$ cat config.mk
export PLATFORM = sky130hd
export DESIGN_NAME = e_alloc
export DESIGN_NICKNAME = d
export VERILOG_FILES = /design/src/rtl/e_pkg.sv /design/src/rtl/e.sv /design/src/rtl/e_alloc.sv
export SDC_FILE = /design/constraint.sdc
export NUM_CORES = 1
export LEC_CHECK = 0
export CORE_MARGIN = 3
export CORE_UTILIZATION = 50
export DETAILED_ROUTE_END_ITERATION = 8
export PLACE_DENSITY = 0.68
export SLEW_MARGIN = 0
export SYNTH_ARGS = -nofsm -noshare
export SYNTH_HDL_FRONTEND = slang
export SYNTH_SLANG_ARGS = --single-unit
export TNS_END_PERCENT = 20
$ cat constraint.sdc
create_clock -name clk -period 11.3 [get_ports clk]
set_input_delay 3.39 -clock clk [delete_from_list [all_inputs] [get_ports clk]]
set_output_delay 3.39 -clock clk [all_outputs]
set_load 0.05 [all_outputs]
$ cat src/rtl/e_pkg.sv
// rtl/e_pkg.sv - shared widths and types for the circular search and slot allocator
package e_pkg;

   function automatic int cnt_w(input int w);
      return $clog2(w + 1);
   endfunction

   localparam int DEF_W = 32;

   typedef logic [$clog2(DEF_W)-1:0] slot_t;
   typedef logic [cnt_w(DEF_W)-1:0]  cnt_t;

endpackage

$ cat src/rtl/e.sv
// rtl/e.sv - circular find-first-zero search, descending from pos_i-1 with wrap to W-1
module e #(
   parameter int W       = 32,
   parameter int RADIX_N = 4
) (
   input  logic [W-1:0]         x_i,
   input  logic [$clog2(W)-1:0] pos_i,
   output logic                 any_o,
   output logic [$clog2(W)-1:0] y_enc_o
);

   localparam int IW = $clog2(W);
   localparam int NG = (W + RADIX_N - 1) / RADIX_N;

   logic [NG*RADIX_N-1:0] free_ord;
   logic [NG-1:0]         grp_any;
   logic [IW-1:0]         idx;
   int                    sel_g;
   int                    sel_j;
   int                    off;

   // free_ord[k] is the free flag of the k-th slot visited; first set bit wins
   always_comb begin
      free_ord = '0;
      idx      = '0;
      for (int k = 0; k < W; k++) begin
         idx         = pos_i - IW'(k + 1);
         free_ord[k] = ~x_i[idx];
      end

      grp_any = '0;
      for (int g = 0; g < NG; g++) begin
         grp_any[g] = |free_ord[g*RADIX_N +: RADIX_N];
      end

      sel_g = 0;
      for (int g = NG - 1; g >= 0; g--) begin
         if (grp_any[g]) sel_g = g;
      end

      sel_j = 0;
      for (int j = RADIX_N - 1; j >= 0; j--) begin
         if (free_ord[sel_g*RADIX_N + j]) sel_j = j;
      end

      off     = sel_g * RADIX_N + sel_j;
      any_o   = |grp_any;
      y_enc_o = pos_i - IW'(off + 1);
   end

endmodule

$ cat src/rtl/e_alloc.sv
// rtl/e_alloc.sv - round-robin slot allocator with valid/ready offer and free port
module e_alloc
   import e_pkg::*;
#(
   parameter int W       = 32,
   parameter int RADIX_N = 4
) (
   input  logic                   clk,
   input  logic                   arst_n,
   input  logic                   clr_i,
   output logic                   alloc_vld_o,
   output logic [$clog2(W)-1:0]   alloc_id_o,
   input  logic                   alloc_rdy_i,
   input  logic                   free_vld_i,
   input  logic [$clog2(W)-1:0]   free_id_i,
   output logic [W-1:0]           occ_o,
   output logic [$clog2(W+1)-1:0] cnt_o,
   output logic                   full_o,
   output logic                   empty_o,
   output logic                   err_o
);

   localparam int IW = $clog2(W);
   localparam int CW = cnt_w(W);

   logic [W-1:0]  occ_q, occ_d;
   logic [IW-1:0] pos_q, pos_d;
   logic [CW-1:0] cnt_q, cnt_d;
   logic          err_q, err_d;

   logic fire;
   logic legal_free;
   logic illegal_free;

   e #(
      .W       (W),
      .RADIX_N (RADIX_N)
   ) u_e (
      .x_i     (occ_q),
      .pos_i   (pos_q),
      .any_o   (alloc_vld_o),
      .y_enc_o (alloc_id_o)
   );

   // the offered slot is always free, so freeing it lands in the illegal path
   always_comb begin
      fire         = alloc_vld_o & alloc_rdy_i;
      legal_free   = free_vld_i & occ_q[free_id_i];
      illegal_free = free_vld_i & ~occ_q[free_id_i];

      occ_d = occ_q;
      pos_d = pos_q;
      if (fire) begin
         occ_d[alloc_id_o] = 1'b1;
         pos_d             = alloc_id_o;
      end
      if (legal_free) occ_d[free_id_i] = 1'b0;
      cnt_d = cnt_q + CW'(fire) - CW'(legal_free);
      err_d = illegal_free;

      if (clr_i) begin
         occ_d = '0;
         pos_d = '0;
         cnt_d = '0;
         err_d = 1'b0;
      end
   end

   always_ff @(posedge clk or negedge arst_n) begin
      if (!arst_n) begin
         occ_q <= '0;
         pos_q <= '0;
         cnt_q <= '0;
         err_q <= 1'b0;
      end else begin
         occ_q <= occ_d;
         pos_q <= pos_d;
         cnt_q <= cnt_d;
         err_q <= err_d;
      end
   end

   assign occ_o   = occ_q;
   assign cnt_o   = cnt_q;
   assign full_o  = (cnt_q == CW'(W));
   assign empty_o = (cnt_q == '0);
   assign err_o   = err_q;

endmodule

# Word level (Yosys, flattened, before mapping)
# Index checks and enable logic that the tools add are counted.
[word_totals]
inputBits = 10
out_inout_bits = 47
regBits = 44
[classes]
n_lt_le_gt_ge = 40
n_mux = 101
reduce_logical = 13
bitwise_logic = 39
eq_ne = 1
add_sub_neg = 39
[op_table]
columns = ["cell", "count"]
rows = [
  ["$lt 5x6->1 const B", 35],
  ["$bmux 1 s5", 36],
  ["$lt 32x7->1 const B", 3],
  ["$mux 32", 3],
  ["$sub 5x5->5 const B", 16],
  ["$mux 1", 44],
  ["$sub 5x4->5 const B", 8],
  ["$not 1->1", 33],
  ["$and 32x32->32", 1],
  ["$not 32->32", 1],
  ["$or 32x32->32", 1],
  ["$reduce_or 32->1", 1],
  ["$reduce_or 4->1", 8],
  ["$mux 3", 8],
  ["$sub 5x3->5 const B", 4],
  ["$add 5x2->6 const B", 2],
  ["$demux 1 s5", 2],
  ["$ge 5x1->1 const B", 2],
  ["$mux 5", 2],
  ["$sub 5x2->5 const B", 2],
  ["$mux 2", 4],
  ["$add 5x1->6 const B", 1],
  ["$add 6x1->6", 1],
  ["$eq 6x6->1 const B", 1],
  ["other kinds (11)", 14],
]

# Logic depth before layout (Yosys ltp)
# Gate-level depths: netlist of the first run.
[logic_depth]
ltp_word = 33
depth_mapped = 29

# By module
# From an unflattened synthesis of the first run, not the netlist that was laid out.
[hier_totals]
hier_cells = 598
area_unflattened_um2 = 6269.8
[by_module_without_submodules]
columns = ["module", "cells_each", "area_per_inst_um2", "instances"]
rows = [
  ["e", 338, 3659.8, 1],
  ["e_alloc", 260, 2610.0, 1],
]

# Worst setup path after synthesis of the first run
# OpenSTA, ideal clock, no wires.
[synth_path]
path_kind = "reg-to-output"
startpoint = "reg pos_q[2]"
endpoint = "out alloc_id_o[4]"
arrival_ns = 6.933
required_time_ns = 7.910
stages_incl_launch_ff = 26
path_buffers = 4
setup_slack_ns = 0.977
cell_sequence = "dfrtp_1 > clkbuf_1 > clkbuf_1 > inv_1 > ha_1 > a21boi_1 > xnor2_4 > mux2i_1 > mux4_2 > or4_4 > or2_1 > o2111ai_2 > buf_4 > nand3b_1 > a311o_1 > o21ai_1 > a21boi_1 > ha_1 > inv_1 > fa_1 > a21o_1 > a21oi_1 > xnor2_1 > xor2_2 > inv_2 > buf_6"
[synth_between]
elab_chain_len = 24
elab_cells_between_ends = 165
[synth_lines]
columns = ["element", "line_no", "rtl"]
rows = [
  ["start: declaration", "e_alloc.sv:27", "logic [IW-1:0] pos_q, pos_d;"],
  ["start signal: assignment", "e_alloc.sv:77", "pos_q <= pos_d;"],
  ["$sub 5x5->5", "e.sv:27", "idx = pos_i - IW'(k + 1);"],
  ["$bmux 1 s5", "e.sv:28", "free_ord[k] = ~x_i[idx];"],
  ["$mux 1 (implied by the code)", "e.sv:28", ""],
  ["$not 1->1", "e.sv:28", ""],
  ["$reduce_or 4->1", "e.sv:33", "grp_any[g] = |free_ord[g*RADIX_N +: RADIX_N];"],
  ["$mux 3 (8 in a row)", "e.sv:38", "if (grp_any[g]) sel_g = g;"],
  ["$add 5x2->6", "e.sv:43", "if (free_ord[sel_g*RADIX_N + j]) sel_j = j;"],
  ["$bmux 1 s5", "e.sv:43", ""],
  ["$mux 1 (implied by the code) (2 in a row)", "e.sv:43", ""],
  ["$mux 2 (4 in a row)", "e.sv:43", ""],
  ["$add 5x2->5", "e.sv:46", "off = sel_g * RADIX_N + sel_j;"],
  ["$add 5x2->5", "e.sv:48", "y_enc_o = pos_i - IW'(off + 1);"],
  ["$sub 5x5->5 *", "e.sv:48", ""],
  ["end: declaration", "e_alloc.sv:12", "output logic [$clog2(W)-1:0] alloc_id_o,"],
]
# Mark *: on every way between the ends. The rest lies on a longest branch, timed or not. The select of a mux whose other input is x is not followed.

# Final worst setup path of the first run
[layout_path]
startpoint = "reg pos_q[2]"
endpoint = "out alloc_id_o[2]"
# The elaborated chain is that of the path after synthesis.

==> run metrics, run 1 <==
vias per cell 6.91; Yosys top cell area share 25.8%; fraction of registers with async set/reset 100%; WHS Path Cells 2; Num CTS Buffers 5; port bufs 56; global-route usage over all layers 27.2%; Critical Path Source Type register; pwr dens 267 mW/mm^2; Worst Tran Pin Value 0.993 ns; f_max 93.1 MHz; Final Setup Violations 0; root buf cell clkbuf_16; post-route cell area 0.00681 mm^2; post-layout minimum cycle time 10.75 ns; Post-DP Area 0.00662 mm^2; worst-path cell chain buf_4 > inv_1 > ha_1 > a21boi_1 > xnor2_4 > mux2i_1 > mux4_2 > or4_4 > or2_1 > o2111ai_2 > nand3b_1 > a311o_1 > o21ai_1 > a21boi_1 > ha_1 > inv_1 > fa_1 > xor2_1 > clkdlybuf4s50_1; Worst path depth 19; first-pass GRT wire length 28.3 mm; syn avg cell area 11.1 um^2; Place WS 0.952 ns; dpl hpwl 13.7 mm; Critical Path AT 7.36 ns; sequential share of power 14.1%; core area 0.0116 mm^2; Crit Path Max Fanout 19; routed len/inst 24.2 um; slowest CP cell clkdlybuf4s50_1; post-layout util 58.6%; hold slack 0.694 ns; DR vias 5030; CP Launch Point pos_q[2]; count leader, synth mux2i_1; Critical Path RT 7.91 ns; Top Ports 57; status completed; VDD IR max 0.220 mV; final wirelength 17.6 mm; Synth Register Bits 44; max_cap viols 0; NumNets Final 630; commonest cells in the netlist mux2i_1, mux4_2, a21oi_1; post-route setup slack 0.553 ns; distinct cell type count of the synthesized netlist 66; FF-to-FF End occ_o[18]; routability cong. 0.949; Sink Count 44; RSZ-0062 raised after global routing no; largest net degree at the start of global routing 45; setup_tns 0 ns; R2R setup slack 4.04 ns; initial antenna violation count 0; Worst Hold Class register to register; Synth area leaders mux4_2, dfrtp_1, mux2i_1; area grow syn2layout 12.8%; Final Skew 0.00753 ns; antenna fix cells 0; net switching power 947 uW; antenna-violating nets left 0; Ys Warns 0; Synth area leader mux4_2; Slew headroom 33.7%; switching part of the total 52.0%; layout cell share with drive strength beyond 1 19.1%; clock power share 9.7%; number of DRC markers in iteration 0 441; die height 116 um; Mapped Area 0.00603 mm^2; iteration count of the initial detailed-routing pass 5; Combinational Power Share 76.3%; gr ovfl total 0; postcts setup bufs 0; Pleak 2.67 nW; initial core utilization 51.9%; clock-pin slew on the worst setup and hold paths 0.06 ns; DRC viols 0; Int Power 873 uW; Crit path max-delay family buffers and inverters; die area 0.0134 mm^2; Worst Hold Path EP occ_o[22]; latest clock arrival within the worst-skew pair 0.29 ns; vias in the first global route 4990; CTS Hold Bufs 0; CTS tree done; Syn Inst Count 544; site row count 39; Worst R2R Start pos_q[2]; crit path capture type output pin; # H-tree levels 2; EDFF count, synth 0; Final Hold Fails 0; Final Max Tran Viols 0; Hold Startpoint occ_o[22]; period utilization 95.1%; kind of critical path register to output pin; clock buffer depth 2; worst path buffer plus inverter count 4; Resized Gates After CTS 0; net count after synthesis 590; r2r worst-path depth 25; Primary FF master, synth dfrtp_1; Seq/Total Area, Yosys 18.3%; peak per-stage delay on the critical path 0.92 ns; Die Wd 116 um
## cell usage in the layout (no fill, tap or decap), types with 4 or more instances in the layout
cell,n
a211oi_1,35
nor3b_1,5
and3_1,20
nand3_1,11
nor2_1,21
nand2_1,16
xor2_1,10
clkbuf_16,5
a21oi_1,48
inv_1,25
a22oi_1,6
xnor2_1,13
mux2i_1,74
and2_1,6
ha_1,34
xnor2_4,5
mux4_2,69
dfrtp_1,43
nor2b_1,5
o21ai_0,5
a21o_1,4
buf_4,9
clkdlybuf4s50_1,54
## how the worst max path moves through the flow
stage | end | slack [ns]
floorplan | alloc_id_o[4] | 0.98
global placement | alloc_id_o[3] | 1.11
detailed placement | alloc_id_o[2] | 0.95
CTS | alloc_id_o[2] | 0.63
global route | alloc_id_o[3] | 0.24
finish | alloc_id_o[2] | 0.55
## metal layers
metal,vias up,global-route usage (%),wire length [um]
li1,2235,-,-
met2,261,44.5,8690
met4,0,11.1,629
met3,40,3.66,1130
met5,-,0,0
met1,2494,36.9,7200
## power by group through the flow
stage | logic [mW] | registers, mW | clock network (mW)
2_1_floorplan | 0.993 | 0.337 | 0
3_3_place_gp | 1.35 | 0.253 | 0
3_5_place_dp | 1.38 | 0.255 | 0
4_1_cts | 1.38 | 0.253 | 0.178
5_1_grt | 1.48 | 0.261 | 0.183
6_report | 1.39 | 0.256 | 0.176
## kinds of logic (layout without fill, tap and decap cells)
group | count (synthesis) | after routing | share of synthesized area, %
buffers and inverters | 58 | 99 | 5.06
AND/OR/NAND/NOR | 109 | 109 | 10.7
XOR/XNOR | 31 | 31 | 6.43
flip-flops | 44 | 44 | 18.3
AO/OA/AOI/OAI | 122 | 122 | 13.6
multiplexers | 144 | 144 | 38.2
adder cells (fa/ha/maj) | 36 | 36 | 7.72
## state kept, by name, summed over array words and instances (netlist names)
signal  cells
cnt_o       6
err_o       1
occ_o      32
pos_q       5
## worst register-to-register path, stage by stage (launching register included)
cell,delay (ns)
dfrtp_1,0.36
buf_4,0.22
inv_1,0.30
ha_1,0.33
a21boi_1,0.38
xnor2_4,0.24
mux2i_1,0.16
mux4_2,0.51
or4_4,0.59
or2_1,0.27
o2111ai_2,0.57
nand3b_1,0.16
a311o_1,0.30
o21ai_1,0.10
a21boi_1,0.13
ha_1,0.40
inv_1,0.14
fa_1,0.48
a21o_1,0.18
a21oi_1,0.17
xnor2_1,0.12
xor2_2,0.16
buf_4,0.22
inv_2,0.27
a21oi_1,0.13
a211oi_1,0.26
## area by class of cell
type                       instances  area (um^2)
fill                            1020         4810
tap                              143          179
timing repair buffer              64          613
clock inverter                     1         30.0
sequential                        44         1100
multi-input combinational        442         4630
inverter                          27          104
clock buffer                       7          153
## metrics by stage
step                      power (mW)  instances
after floorplan                 1.33        544
after global placement          1.61        720
after detailed placement        1.63        720
after CTS                       1.81        728
after global routing            1.93        728
final                           1.82        728
Note: power is estimated with default switching activity, not from simulation.
==> inputs of run 2 (changes only) <==
Settings changed: DONT_BUFFER_PORTS set to 1, PLACE_DENSITY 0.68 to 0.62.
==> run metrics, run 2 (synthesized netlist as in run 1, its figures left out) <==
postcts setup bufs 0 (unchanged); pwr dens 273 mW/mm^2 (+2.2%); Worst Hold Path EP pos_q[4]; FF-to-FF End occ_o[22]; Top Ports 57 (unchanged); Worst Tran Pin Value 1.07 ns (+0.0780 ns); RSZ-0062 raised after global routing no; CTS Hold Bufs 0 (unchanged); Hold Startpoint pos_q[4]; Die Wd 116 um (unchanged); site row count 39 (unchanged); Critical Path Source Type register; dpl hpwl 13.7 mm (-0.26%); iteration count of the initial detailed-routing pass 5 (unchanged); Worst R2R Start pos_q[2]; post-layout util 54.0% (-4.6 points); number of DRC markers in iteration 0 334 (-24%); Largest register FFs 32 (unchanged); crit path capture type output pin; period utilization 95.2% (+0.11 points); vias in the first global route 4802 (-3.8%); Final Skew 0.00658 ns (-0.000956 ns); Crit Path Max Fanout 19 (unchanged); latest clock arrival within the worst-skew pair 0.29 ns (about the same); DRC viols 0 (unchanged); Resized Gates After CTS 0 (unchanged); worst path buffer plus inverter count 6 (+2); final wirelength 17.4 mm (-1.6%); area grow syn2layout 3.90%; slowest CP cell o2111ai_2; max_cap viols 0 (unchanged); antenna-violating nets left 0 (unchanged); Worst Hold Class register to register; global-route usage over all layers 26.8% (-0.39 points); most frequent CP cell buf_4; first-pass GRT wire length 27.6 mm (-2.6%); WHS Path Cells 2 (unchanged); clock buffer depth 2 (unchanged); kind of critical path register to output pin; root buf cell clkbuf_16; status completed; worst-path cell chain buf_4 > inv_1 > ha_1 > a21boi_1 > xnor2_4 > mux2i_1 > mux4_2 > or4_4 > or2_1 > o2111ai_2 > nand3b_1 > a311o_1 > o21ai_1 > a21boi_1 > ha_1 > buf_4 > inv_1 > fa_1 > a21o_1 > a21oi_1 > xnor2_1 > xor2_2 > buf_4 > inv_2; NumNets Final 578 (-8.3%); VDD IR max 0.203 mV (-7.4%); die area 0.0134 mm^2 (unchanged); Place WS 0.916 ns (-0.0359 ns); Post-DP Area 0.00612 mm^2 (-7.6%); R2R setup slack 3.64 ns (-0.40 ns); most frequent cells in the layout mux2i_1, mux4_2, a21oi_1, dfrtp_1, a211oi_1; die height 116 um (unchanged); # H-tree levels 2 (unchanged); DR vias 4770 (-5.2%); clock-pin slew on the worst setup and hold paths 0.06 ns (about the same); initial core utilization 51.9% (unchanged); r2r worst-path depth 26 (+4.0%); routability cong. 0.934 (-1.6%); routed len/inst 25.7 um (+6.0%); gr ovfl total 0 (unchanged); antenna fix cells 0 (unchanged); Final Setup Violations 0 (unchanged); Crit path max-delay family compound AO/OA/AOI/OAI gates; layout cell share with drive strength beyond 1 21.6% (+2.4 points); core area 0.0116 mm^2 (unchanged); largest net degree at the start of global routing 45 (unchanged); vias per cell 7.06 (+2.1%); peak per-stage delay on the critical path 0.62 ns (-0.30 ns); f_max 92.9 MHz (-0.12%); commonest non-fill, non-tap cell in the layout mux2i_1; initial antenna violation count 0 (unchanged); Critical Path RT 7.91 ns (about the same); Critical Path AT 7.37 ns (about the same); Final Hold Fails 0 (unchanged); Pleak 2.48 nW (-7.3%); port bufs 0 (-100%); CTS tree done; hold slack 0.784 ns (+0.0907 ns); Slew headroom 28.4% (-5.2 points); post-route setup slack 0.541 ns (-0.0125 ns); post-route cell area 0.00627 mm^2 (-7.9%); Num CTS Buffers 5 (unchanged); Sink Count 44 (unchanged); setup_tns 0 ns (unchanged); Final Max Tran Viols 0 (unchanged); post-layout minimum cycle time 10.76 ns (+0.0125 ns)
-- run 2: worst reg2reg max path: cells and delay by family (launching register included) --
kind / cells / cell delay (ns)
xor+xnor: 3 / 0.51
simple gates: 3 / 1.00
flops: 1 / 0.35
fa+ha+maj: 3 / 1.12
mux: 2 / 0.66
buf+inv: 6 / 1.53
compound gates: 9 / 2.36
-- run 2: worst max-delay path by stage --
| stage | startpoint | to | slack [ns] | cells past startpoint |
|---|---|---|---|---|
| after global placement | pos_q[2] | alloc_id_o[4] | 1.04 | 24 |
| final | pos_q[2] | alloc_id_o[4] | 0.54 | 24 |
| after CTS | pos_q[2] | alloc_id_o[4] | 0.60 | 24 |
| after detailed placement | pos_q[2] | alloc_id_o[4] | 0.92 | 24 |
| after global routing | pos_q[2] | alloc_id_o[4] | 0.16 | 24 |
| after floorplan | pos_q[2] | alloc_id_o[4] | 0.98 | 25 |
-- run 2: metrics by stage --
step           total power, mW  cells
2_1_floorplan             1.33    544
3_3_place_gp              1.54    668
3_5_place_dp              1.56    668
4_1_cts                   1.71    676
5_1_grt                   1.82    676
6_report                  1.71    676
-- run 2: area by class of cell --
| cell class | instances | area, um^2 |
|---|---|---|
| fill | 1034 | 5350 |
| timing repair buffer | 12 | 90.1 |
| clock buffer | 8 | 146 |
| inverter | 27 | 104 |
| sequential | 44 | 1100 |
| multi-input combinational | 442 | 4650 |
| tap | 143 | 179 |
-- run 2: report_power, final --
group | internal [mW] | switching, mW
clock network | 0.0881 | 0.0571
registers | 0.189 | 0.174
logic | 0.504 | 0.701
-- run 2: metal layers --
metal  vias to the layer above  GRT usage, %  share of wire, %
met5                         -             0                 0
met4                         0          9.82               3.5
met1                      2406          35.8                41
met3                        31          4.13               5.8
met2                       209          44.5                50
li1                       2124             -                 -
